[config.mk]
export PLATFORM = sky130hd
export DESIGN_NAME = synapse_flat
export DESIGN_NICKNAME = d
export VERILOG_FILES = /design/src/rtl/synapse_if.sv /design/src/rtl/synapse.sv /design/src/flat_wrapper.sv
export SDC_FILE = /design/constraint.sdc
export NUM_CORES = 1
export LEC_CHECK = 0
export CELL_PAD_IN_SITES_DETAIL_PLACEMENT = 0
export CELL_PAD_IN_SITES_GLOBAL_PLACEMENT = 1
export CORE_UTILIZATION = 44
export CTS_CLUSTER_DIAMETER = 50
export DETAILED_ROUTE_END_ITERATION = 16
export GPL_TIMING_DRIVEN = 0
export HOLD_SLACK_MARGIN = 0.03
export PLACE_DENSITY = 0.76
export SYNTH_ARGS = -nofsm -noshare
export SYNTH_HDL_FRONTEND = slang
export SYNTH_SLANG_ARGS = --single-unit
[constraint.sdc]
create_clock -name clk -period 6.28 [get_ports clk]
set_clock_uncertainty 0.1 [all_clocks]
set_input_delay 0.628 -clock clk [delete_from_list [all_inputs] [get_ports clk]]
set_output_delay 0.628 -clock clk [all_outputs]
set_load 0.01 [all_outputs]
[src/rtl/synapse_if.sv]
// Handshake bundle between a synapse and its neighbours: the input activation
// stream, the weighted-argument stream and the feedback-error stream.
interface synapse_if;
    logic        inp_stb;
    logic [7:0]  inp_dat;
    logic        inp_rdy;
    logic        arg_stb;
    logic [15:0] arg_dat;
    logic        arg_rdy;
    logic        fbk_stb;
    logic [15:0] fbk_dat;
    logic        fbk_rdy;

    modport master (
        output inp_stb, inp_dat, arg_rdy, fbk_stb, fbk_dat,
        input  inp_rdy, arg_stb, arg_dat, fbk_rdy
    );

    modport slave (
        input  inp_stb, inp_dat, arg_rdy, fbk_stb, fbk_dat,
        output inp_rdy, arg_stb, arg_dat, fbk_rdy
    );
endinterface

[src/rtl/synapse.sv]
// Single-input weighted synapse: emits wgt*x as a Q8.8 argument and, when
// training, applies a saturating gradient step from the returned error.
module synapse #(
    parameter logic signed [15:0] INIT = 16'sh0100,
    parameter int unsigned        RATE = 4
) (
    input  logic        clk,
    input  logic        rst,
    input  logic        en,
    synapse_if.slave    bus,
    output logic [15:0] wgt
);
    typedef enum logic [1:0] {
        S_INP = 2'd0,
        S_ARG = 2'd1,
        S_FBK = 2'd2,
        S_UPD = 2'd3
    } state_t;

    state_t             state_q, state_d;
    logic [7:0]         x_q, x_d;
    logic [15:0]        e_q, e_d;
    logic               arg_stb_q, arg_stb_d;
    logic [15:0]        arg_dat_q, arg_dat_d;
    logic signed [15:0] wgt_q, wgt_d;

    logic signed [24:0] prod_s;
    logic signed [24:0] grad_s;
    logic signed [24:0] step_s;
    logic signed [25:0] sum_s;

    function automatic logic signed [15:0] sat16(input logic signed [25:0] v);
        logic signed [15:0] r;
        if (v > 26'sd32767) begin
            r = 16'sh7FFF;
        end else if (v < -26'sd32768) begin
            r = 16'sh8000;
        end else begin
            r = v[15:0];
        end
        return r;
    endfunction

    // Datapath: weighted argument and the saturated next weight.
    always_comb begin
        prod_s = $signed({{9{wgt_q[15]}}, wgt_q}) * $signed({17'd0, x_q});
        grad_s = $signed({{9{e_q[15]}}, e_q}) * $signed({17'd0, x_q});
        step_s = grad_s >>> (8 + RATE);
        sum_s  = $signed({step_s[24], step_s}) + $signed({{10{wgt_q[15]}}, wgt_q});
    end

    // Next-state logic; data registers only move in the state that owns them.
    always_comb begin
        state_d   = state_q;
        x_d       = x_q;
        e_d       = e_q;
        arg_stb_d = arg_stb_q;
        arg_dat_d = arg_dat_q;
        wgt_d     = wgt_q;
        case (state_q)
            S_INP: begin
                if (bus.inp_stb) begin
                    x_d     = bus.inp_dat;
                    state_d = S_ARG;
                end else begin
                    state_d = S_INP;
                end
            end
            S_ARG: begin
                if (!arg_stb_q) begin
                    arg_stb_d = 1'b1;
                    arg_dat_d = prod_s[23:8];
                end else if (bus.arg_rdy) begin
                    arg_stb_d = 1'b0;
                    state_d   = en ? S_FBK : S_INP;
                end else begin
                    arg_stb_d = 1'b1;
                end
            end
            S_FBK: begin
                if (bus.fbk_stb) begin
                    e_d     = bus.fbk_dat;
                    state_d = S_UPD;
                end else begin
                    state_d = S_FBK;
                end
            end
            S_UPD: begin
                wgt_d   = sat16(sum_s);
                state_d = S_INP;
            end
            default: begin
                state_d   = S_INP;
                arg_stb_d = 1'b0;
            end
        endcase
    end

    // State and data registers with synchronous reset.
    always_ff @(posedge clk) begin
        if (rst) begin
            state_q   <= S_INP;
            x_q       <= 8'd0;
            e_q       <= 16'd0;
            arg_stb_q <= 1'b0;
            arg_dat_q <= 16'd0;
            wgt_q     <= INIT;
        end else begin
            state_q   <= state_d;
            x_q       <= x_d;
            e_q       <= e_d;
            arg_stb_q <= arg_stb_d;
            arg_dat_q <= arg_dat_d;
            wgt_q     <= wgt_d;
        end
    end

    assign bus.inp_rdy = (state_q == S_INP);
    assign bus.fbk_rdy = (state_q == S_FBK);
    assign bus.arg_stb = arg_stb_q;
    assign bus.arg_dat = arg_dat_q;
    assign wgt         = wgt_q;
endmodule
[src/flat_wrapper.sv]
// flat-port wrapper written by rule: the top's interface ports become plain ports
module synapse_flat 
#(
    parameter logic signed [15:0] INIT = 16'sh0100,
    parameter int unsigned        RATE = 4
)
  (clk, rst, en, wgt, bus_inp_stb, bus_inp_dat, bus_arg_rdy, bus_fbk_stb, bus_fbk_dat, bus_inp_rdy, bus_arg_stb, bus_arg_dat, bus_fbk_rdy);
  synapse_if bus_i ();
  input  logic clk;
  input  logic rst;
  input  logic en;
  output logic [15:0] wgt;
  input wire logic [$bits(bus_i.inp_stb)-1:0] bus_inp_stb;
  input wire logic [$bits(bus_i.inp_dat)-1:0] bus_inp_dat;
  input wire logic [$bits(bus_i.arg_rdy)-1:0] bus_arg_rdy;
  input wire logic [$bits(bus_i.fbk_stb)-1:0] bus_fbk_stb;
  input wire logic [$bits(bus_i.fbk_dat)-1:0] bus_fbk_dat;
  output wire logic [$bits(bus_i.inp_rdy)-1:0] bus_inp_rdy;
  output wire logic [$bits(bus_i.arg_stb)-1:0] bus_arg_stb;
  output wire logic [$bits(bus_i.arg_dat)-1:0] bus_arg_dat;
  output wire logic [$bits(bus_i.fbk_rdy)-1:0] bus_fbk_rdy;
  assign bus_i.inp_stb = bus_inp_stb;
  assign bus_i.inp_dat = bus_inp_dat;
  assign bus_i.arg_rdy = bus_arg_rdy;
  assign bus_i.fbk_stb = bus_fbk_stb;
  assign bus_i.fbk_dat = bus_fbk_dat;
  assign bus_inp_rdy = bus_i.inp_rdy;
  assign bus_arg_stb = bus_i.arg_stb;
  assign bus_arg_dat = bus_i.arg_dat;
  assign bus_fbk_rdy = bus_i.fbk_rdy;
  synapse #(.INIT(INIT), .RATE(RATE)) u_core (.clk(clk), .rst(rst), .en(en), .bus(bus_i), .wgt(wgt));
endmodule
==> reports/qor.csv, run 1 <==
stage,metric,value,unit
synthesis,syn-instance-count,1354,
synthesis,ys_async_sr_fraction,0,%
power,p_total,1.15,mW
synthesis,synth_warnings,0,
flow_run,maxCapViolCount,0,
timing,hold_viol,0,
worst_setup_path,cp_slowest_stage_delay,0.55,ns
cts,clock-sinks,59,
cells_and_area,area_growth,22.1,%
synthesis,netlist.area_leader.share,34.5,%
global_route,grt_overflow,0,
detailed_routing,vias,9338,
detailed_routing,drtAntennaViolNets,0,
worst_setup_path,slowest_stage,fa_1,
detailed_routing,drtPass1Iterations,5,
worst_setup_path,r2r_start,u_core.x_q[5],
worst_setup_path,endpoint_kind,register,
detailed_routing,routedWlPerCell,17.7,um
synthesis,yosysSeqAreaShare,10.1,%
worst_setup_path,ff2ff_path_depth,28,
timing,finalSetupViolations,16,
timing,period_share,107,%
detailed_routing,drc,0,
synthesis,synthDistinctLibCells,67,
cts,cts-root-buf,clkbuf_16,
cts,cts_buffers,9,
cts,htreeDepth,3,
cells_and_area,final_util,54.7,%
power,clockPowerShare,46.7,%
die,boundaryPins,65,
power,switching_share,30.4,%
detailed_routing,viasPerCell,5.18,
cells_and_area,final_cell_mix,"inv_1, fa_1, nand2_1",
synthesis,synth_top_flop_cell,dfxtp_1,
run_status,status,finished with violations,
die,dieArea,27200,um^2
cts,path_clk_slew,0.06,ns
timing,layout_min_cycle_time,6.72,ns
worst_setup_path,crit_path_start_kind,register,
die,chipHeight,165,um
die,core-area,26100,um^2
place,hpwl,23900,um
detailed_routing,wl,31900,um
hold_path,worst_hold_path_type,reg2reg,
cells_and_area,layout-drive-gt1-share,15.0,%
power,power_density,80.6,nW/um^2
global_route,grt_max_degree,13,
die,die_w,165,um
worst_setup_path,crit_top_cell,fa_1,
worst_setup_path,reg2reg_to,u_core.wgt[2],
hold_path,min_path_cells,2,
power,p_switching,0.349,mW
cts,cts_tree,done,
place,gp_congestion,0.827,
worst_setup_path,cp.required,6.43,ns
die,initial_core_util,44.8,%
power,internal_power,0.801,mW
worst_setup_path,path_max_fanout,7,
worst_setup_path,regToRegSetupSlack,-0.44,ns
synthesis,synth_area,11700,um^2
synthesis,synth_area_leader_cell,fa_1,
cts,clk_latency,0.35,ns
place,post-place-ws,-1.24,ns
power,comb_power_share,18.5,%
timing,timing.fmax,149,MHz
cts,holdBufCountCts,0,
cells_and_area,num-nets-final,1800,
global_route,grt_pass1_wl,51000,um
synthesis,avgSynthCellArea,8.63,um^2
synthesis,synth_edf_count,0,
synthesis,synth.area.top_cells,"fa_1, ha_1, dfxtp_1",
timing,slew_viol_final,0,
global_route,antenna_found_initial,0,
timing,setup_tns,-5.25,ns
power,ir_drop,0.133,mV
cts,max-clock-path-buffers,2,
global_route,grt_util_all_layers,25.0,%
power,p_leak,7.00,nW
worst_setup_path,critPathKind,reg2reg,
place,numPortBuffers,63,
worst_setup_path,cp.buffers_inverters,7,
detailed_routing,drt_iter0_drc,472,
synthesis,syn-num-nets,1691,
power,power_frac_seq,34.7,%
run_status,violations,setup timing,
timing,hold_ws,0.353,ns
timing,rsz0062_at_grt,true,
hold_path,min_to,u_core.bus.arg_dat[14],
die,rows,59,
hold_path,worstHoldStart,u_core.bus.arg_dat[14],
worst_setup_path,worstPathArrival,6.87,ns
synthesis,synth_seq_cells,59,
timing,setup_ws,-0.437,ns
cells_and_area,final_common_cell,inv_1,
worst_setup_path,path_delay_family,adder cells,
timing,slew_headroom,41.1,%
global_route,grt_pass1_vias,9405,
timing,worst_slew_pin_slew,0.883,ns
through the flow:
step	area, um^2	instances
floorplan	11900	1354
global placement	12900	1752
detailed placement	12900	1752
CTS	14000	1796
global route	14300	1803
finish	14300	1804
registers in the layout (all words and copies together), names as in the netlist, named ones only:
register,flops
u_core.bus.arg_dat,16
u_core.bus.arg_stb,1
u_core.e_q,16
u_core.state_q,1
u_core.wgt,16
u_core.x_q,8
worst max-delay path by stage:
stage                        startpoint             end  slack, ns  cells after the start
after global routing      u_core.x_q[2]   u_core.wgt[2]      -0.70                     27
final                     u_core.x_q[5]   u_core.wgt[2]      -0.44                     28
after detailed placement  u_core.x_q[6]  u_core.wgt[12]      -1.24                     28
after floorplan           u_core.x_q[1]  u_core.wgt[10]      0.002                     27
after global placement    u_core.x_q[6]  u_core.wgt[13]      -1.19                     29
after CTS                 u_core.x_q[3]  u_core.wgt[13]      -0.30                     25
cells in the mapped netlist (3+ instances only):
cell type,number
a211oi_1,13
a21o_1,18
a21oi_1,65
a31oi_1,4
and2_1,151
and2_2,5
and4_1,5
buf_1,5
buf_2,3
clkbuf_1,44
clkbuf_8,3
dfxtp_1,59
fa_1,201
ha_1,106
inv_1,272
maj3_1,6
maj3_2,6
mux2i_1,9
nand2_1,167
nand2b_1,4
nand3_1,8
nand4_1,6
nor2_1,49
nor2b_1,8
nor3_1,13
o211ai_1,3
o21a_1,4
o21ai_0,22
or2_2,3
or3_1,3
xnor2_1,29
xor2_1,14
repair_timing:
action                                  4_1_cts  5_1_grt
endpoints found under the setup margin       16       17
pin swaps                                    57       27
gates resized for setup                     121       53
gates cloned                                  1        2
setup buffers                                34        5
metal layers:
metal  global-route usage [%]  routed length, um  up-vias
li1                         -                  -     4409
met1                     34.2              14100     4690
met5                        0                  0        -
met2                     40.8              15400      205
met3                     4.34               1830       34
met4                     6.67                586        0
worst register-to-register path, delay by kind of cell, from the launching register on:
| kind | cells | cell delay [ns] |
|---|---|---|
| compound gates | 8 | 1.45 |
| xor+xnor | 1 | 0.10 |
| fa+ha+maj | 7 | 3.00 |
| buf+inv | 7 | 0.90 |
| flops | 1 | 0.46 |
| simple gates | 5 | 0.61 |
layout make-up:
class                           count  area, um^2
Antenna cell                        1        2.50
Buffer                             53         608
Clock buffer                       11         243
Clock inverter                      5        61.3
Fill cell                        2476       11800
Inverter                          272        1020
Multi-Input combinational cell    965        9710
Sequential cell                    59        1220
Tap cell                          335         419
Timing Repair Buffer              103         981
cell families after synthesis:
| family | Yosys count | share of synthesized area, % |
|---|---|---|
| adders and majority gates | 319 | 46.9 |
| AOI/OAI and AO/OA | 161 | 9.19 |
| xor gates and xnor gates | 44 | 3.36 |
| DFF | 59 | 10.1 |
| and+or+nand+nor | 432 | 18.6 |
| muxes | 9 | 0.771 |
| buffers and inverters | 330 | 11.1 |
power groups by stage:
stage / registers (mW) / logic (mW) / clock network, mW
after CTS: 0.398 / 0.206 / 0.545
final: 0.399 / 0.213 / 0.538
after detailed placement: 0.404 / 0.166 / 0
after global placement: 0.404 / 0.165 / 0
after floorplan: 0.398 / 0.0897 / 0
after global routing: 0.400 / 0.227 / 0.560
Power figures use the tool's default switching activity.
==> run 2, diff against run 1 <==
- PLACE_DENSITY: 0.76 -> default
- PLACE_DENSITY_LB_ADDON: default -> 0.1
- SLEW_MARGIN: default -> 20
==> reports/qor.csv, run 2 (synthesis results as in run 1) <==
stage,metric,value,unit,change
run_status,status,finished with violations,,unchanged
run_status,violations,setup timing,,unchanged
timing,setup_ws,-0.452,ns,was -0.437 ns
detailed_routing,drtPass1Iterations,5,,unchanged
cts,path_clk_slew,0.06,ns,about the same
place,dpl_cell_area,12900,um^2,unchanged
die,dieArea,27200,um^2,unchanged
place,numPortBuffers,63,,unchanged
cts,max-clock-path-buffers,2,,unchanged
power,p_leak,7.20,nW,was 7.00 nW
global_route,grt_pass1_wl,51400,um,was 51000 um
global_route,grt_overflow,0,,unchanged
worst_setup_path,endpoint_kind,register,,unchanged
cells_and_area,final_cell_mix,"inv_1, fa_1, nand2_1",,unchanged
worst_setup_path,reg2reg_to,u_core.wgt[9],,was u_core.wgt[2]
cells_and_area,area_growth,26.0,%,was 22.1%
die,boundaryPins,65,,unchanged
die,die_w,165,um,unchanged
worst_setup_path,r2r_start,u_core.x_q[2],,was u_core.x_q[5]
cts,cts-root-buf,clkbuf_16,,unchanged
worst_setup_path,crit_top_cell,fa_1,,unchanged
cells_and_area,seqCellArea,1220,um^2,unchanged
global_route,grt_util_all_layers,25.5,%,was 25.0%
cts,htreeDepth,3,,unchanged
die,core-area,26100,um^2,unchanged
power,ir_drop,0.121,mV,was 0.133 mV
worst_setup_path,cp.required,6.37,ns,was 6.43 ns
detailed_routing,drtAntennaViolNets,0,,unchanged
die,rows,59,,unchanged
detailed_routing,routedWlPerCell,17.9,um,was 17.7 um
timing,slew_viol_final,0,,unchanged
hold_path,worst_hold_path_type,reg2reg,,unchanged
global_route,grt_busiest_layer,met2,,unchanged
global_route,grt_pass1_vias,9340,,was 9405
cells_and_area,antenna_cells,0,,was 1
cts,clk_latency,0.35,ns,about the same
global_route,grtUsageMet2,40.8,%,unchanged
detailed_routing,drc,0,,unchanged
cells_and_area,multi_input_area,9820,um^2,was 9710 um^2
detailed_routing,viasPerCell,5.13,,was 5.18
worst_setup_path,cp-endpoint,u_core.wgt[9],,was u_core.wgt[2]
cells_and_area,final_common_cell,inv_1,,unchanged
timing,period_share,107,%,about the same
global_route,grtUsageMet1,36.1,%,was 34.2%
timing,worst_slew_pin_slew,0.940,ns,was 0.883 ns
cts,cts_tree,done,,unchanged
detailed_routing,drt_iter0_drc,528,,was 472
detailed_routing,vias,9438,,was 9338
place,gp_congestion,0.826,,was 0.827
global_route,grtUsageMet3,2.96,%,was 4.34%
cells_and_area,num-nets-final,1837,,was 1800
worst_setup_path,path_max_fanout,7,,unchanged
die,chipHeight,165,um,unchanged
timing,hold_viol,0,,unchanged
flow_run,maxCapViolCount,0,,unchanged
timing,timing.fmax,149,MHz,about the same
cts,holdBufCountCts,0,,unchanged
place,place_inst,1752,,unchanged
cells_and_area,final_cell_area,14700,um^2,was 14300 um^2
place,hpwl,24200,um,was 23900 um
timing,finalSetupViolations,16,,unchanged
die,initial_core_util,44.8,%,unchanged
global_route,antenna_found_initial,1,,was 0
power,power_density,77.6,nW/um^2,was 80.6 nW/um^2
timing,rsz0062_at_grt,true,,unchanged
timing,slew_headroom,37.3,%,was 41.1%
cells_and_area,layout-drive-gt1-share,19.5,%,was 15.0%
worst_setup_path,crit_start,u_core.x_q[2],,was u_core.x_q[5]
global_route,grt_max_degree,13,,unchanged
worst_setup_path,cp_slowest_stage_delay,0.55,ns,about the same
worst_setup_path,slowest_stage,fa_1,,unchanged
worst_setup_path,worstPathArrival,6.82,ns,was 6.87 ns
cts,cts_buffers,9,,unchanged
cells_and_area,fin_cells,1840,,was 1804
cts,clock-sinks,59,,unchanged
cells_and_area,final.fill_count,2412,,was 2476
worst_setup_path,critPathKind,reg2reg,,unchanged
detailed_routing,wl,32900,um,was 31900 um
worst_setup_path,crit_path_start_kind,register,,unchanged
worst_setup_path,ff2ff_path_depth,28,,unchanged
worst_setup_path,regToRegSetupSlack,-0.45,ns,was -0.44 ns
timing,layout_min_cycle_time,6.73,ns,was 6.72 ns
run 2: changes by cell type in the layout (fill, tap and decap cells not counted), moves of 4 or more:
cell,delta
buf_4,+30
and2_1,-8
and2_4,+8
inv_1,-7
inv_2,+7
buf_6,+6
ha_1,-6
a21oi_2,+4
clkbuf_16,+4
run 2: per-stage QoR:
stage / setup TNS (ns) / power, mW / utilization, % / worst slack [ns] / hold slack, ns
6_report: -5.83 / 1.14 / 56.5 / -0.452 / 0.352
5_1_grt: -9.09 / 1.18 / 56.5 / -0.645 / 0.374
4_1_cts: -5.45 / 1.14 / 54.7 / -0.390 / 0.355
3_5_place_dp: -20.54 / 0.573 / 49.7 / -1.39 / 0.347
3_3_place_gp: -20.45 / 0.572 / 49.7 / -1.39 / 0.340
2_1_floorplan: 0 / 0.488 / - / 0.00219 / 0.374
run 2: how the worst min path moves through the flow:
stage	startpoint	end	slack (ns)	cells past startpoint
3_5_place_dp	u_core.bus.arg_dat[12]	u_core.bus.arg_dat[12]	0.35	2
2_1_floorplan	u_core.bus.arg_dat[10]	u_core.bus.arg_dat[10]	0.37	2
4_1_cts	u_core.bus.arg_dat[12]	u_core.bus.arg_dat[12]	0.36	2
3_3_place_gp	u_core.bus.arg_dat[10]	u_core.bus.arg_dat[10]	0.34	2
5_1_grt	u_core.bus.arg_dat[12]	u_core.bus.arg_dat[12]	0.37	2
6_report	u_core.bus.arg_dat[12]	u_core.bus.arg_dat[12]	0.35	2
run 2: repair_timing:
item,CTS,global route
buffers inserted,50,22
cloned,3,2
gates resized for setup,137,81
endpoints found under the setup margin,16,16
pin swaps,88,81
run 2: where the power goes:
part / internal, mW / switching [mW] / leakage [nW]
clock network: 0.290 / 0.220 / 0.134
registers: 0.382 / 0.0177 / 0.486
logic: 0.112 / 0.121 / 6.58
total: 0.783 / 0.359 / 7.20
run 2: critical path, delay by kind of cell, from the launching register on:
| family | cells | cell delay, ns |
|---|---|---|
| simple gates | 7 | 0.81 |
| fa+ha+maj | 6 | 2.56 |
| xor+xnor | 2 | 0.59 |
| flops | 1 | 0.43 |
| compound gates | 8 | 1.55 |
| buf+inv | 5 | 0.52 |
run 2: final cells by class:
type,instances,area share [%]
Buffer,53,4.45
Clock buffer,11,1.72
Clock inverter,5,0.247
Inverter,272,6.94
Multi-Input combinational cell,965,66.8
Sequential cell,59,8.26
Tap cell,335,2.85
Timing Repair Buffer,140,8.78
run 2: routing by layer:
layer / routed length [um] / vias up / share of wire [%]
met1: 15400 / 4732 / 47
met4: 852 / 0 / 2.6
met2: 15200 / 198 / 46
li1: - / 4470 / -
met3: 1460 / 38 / 4.4
met5: 0 / - / 0
==> run 3, diff against run 2 <==
- SLEW_MARGIN: 20 -> default
==> results of run 3 <==
No change in the layout: final DEF, timing and power equal those of run 2.
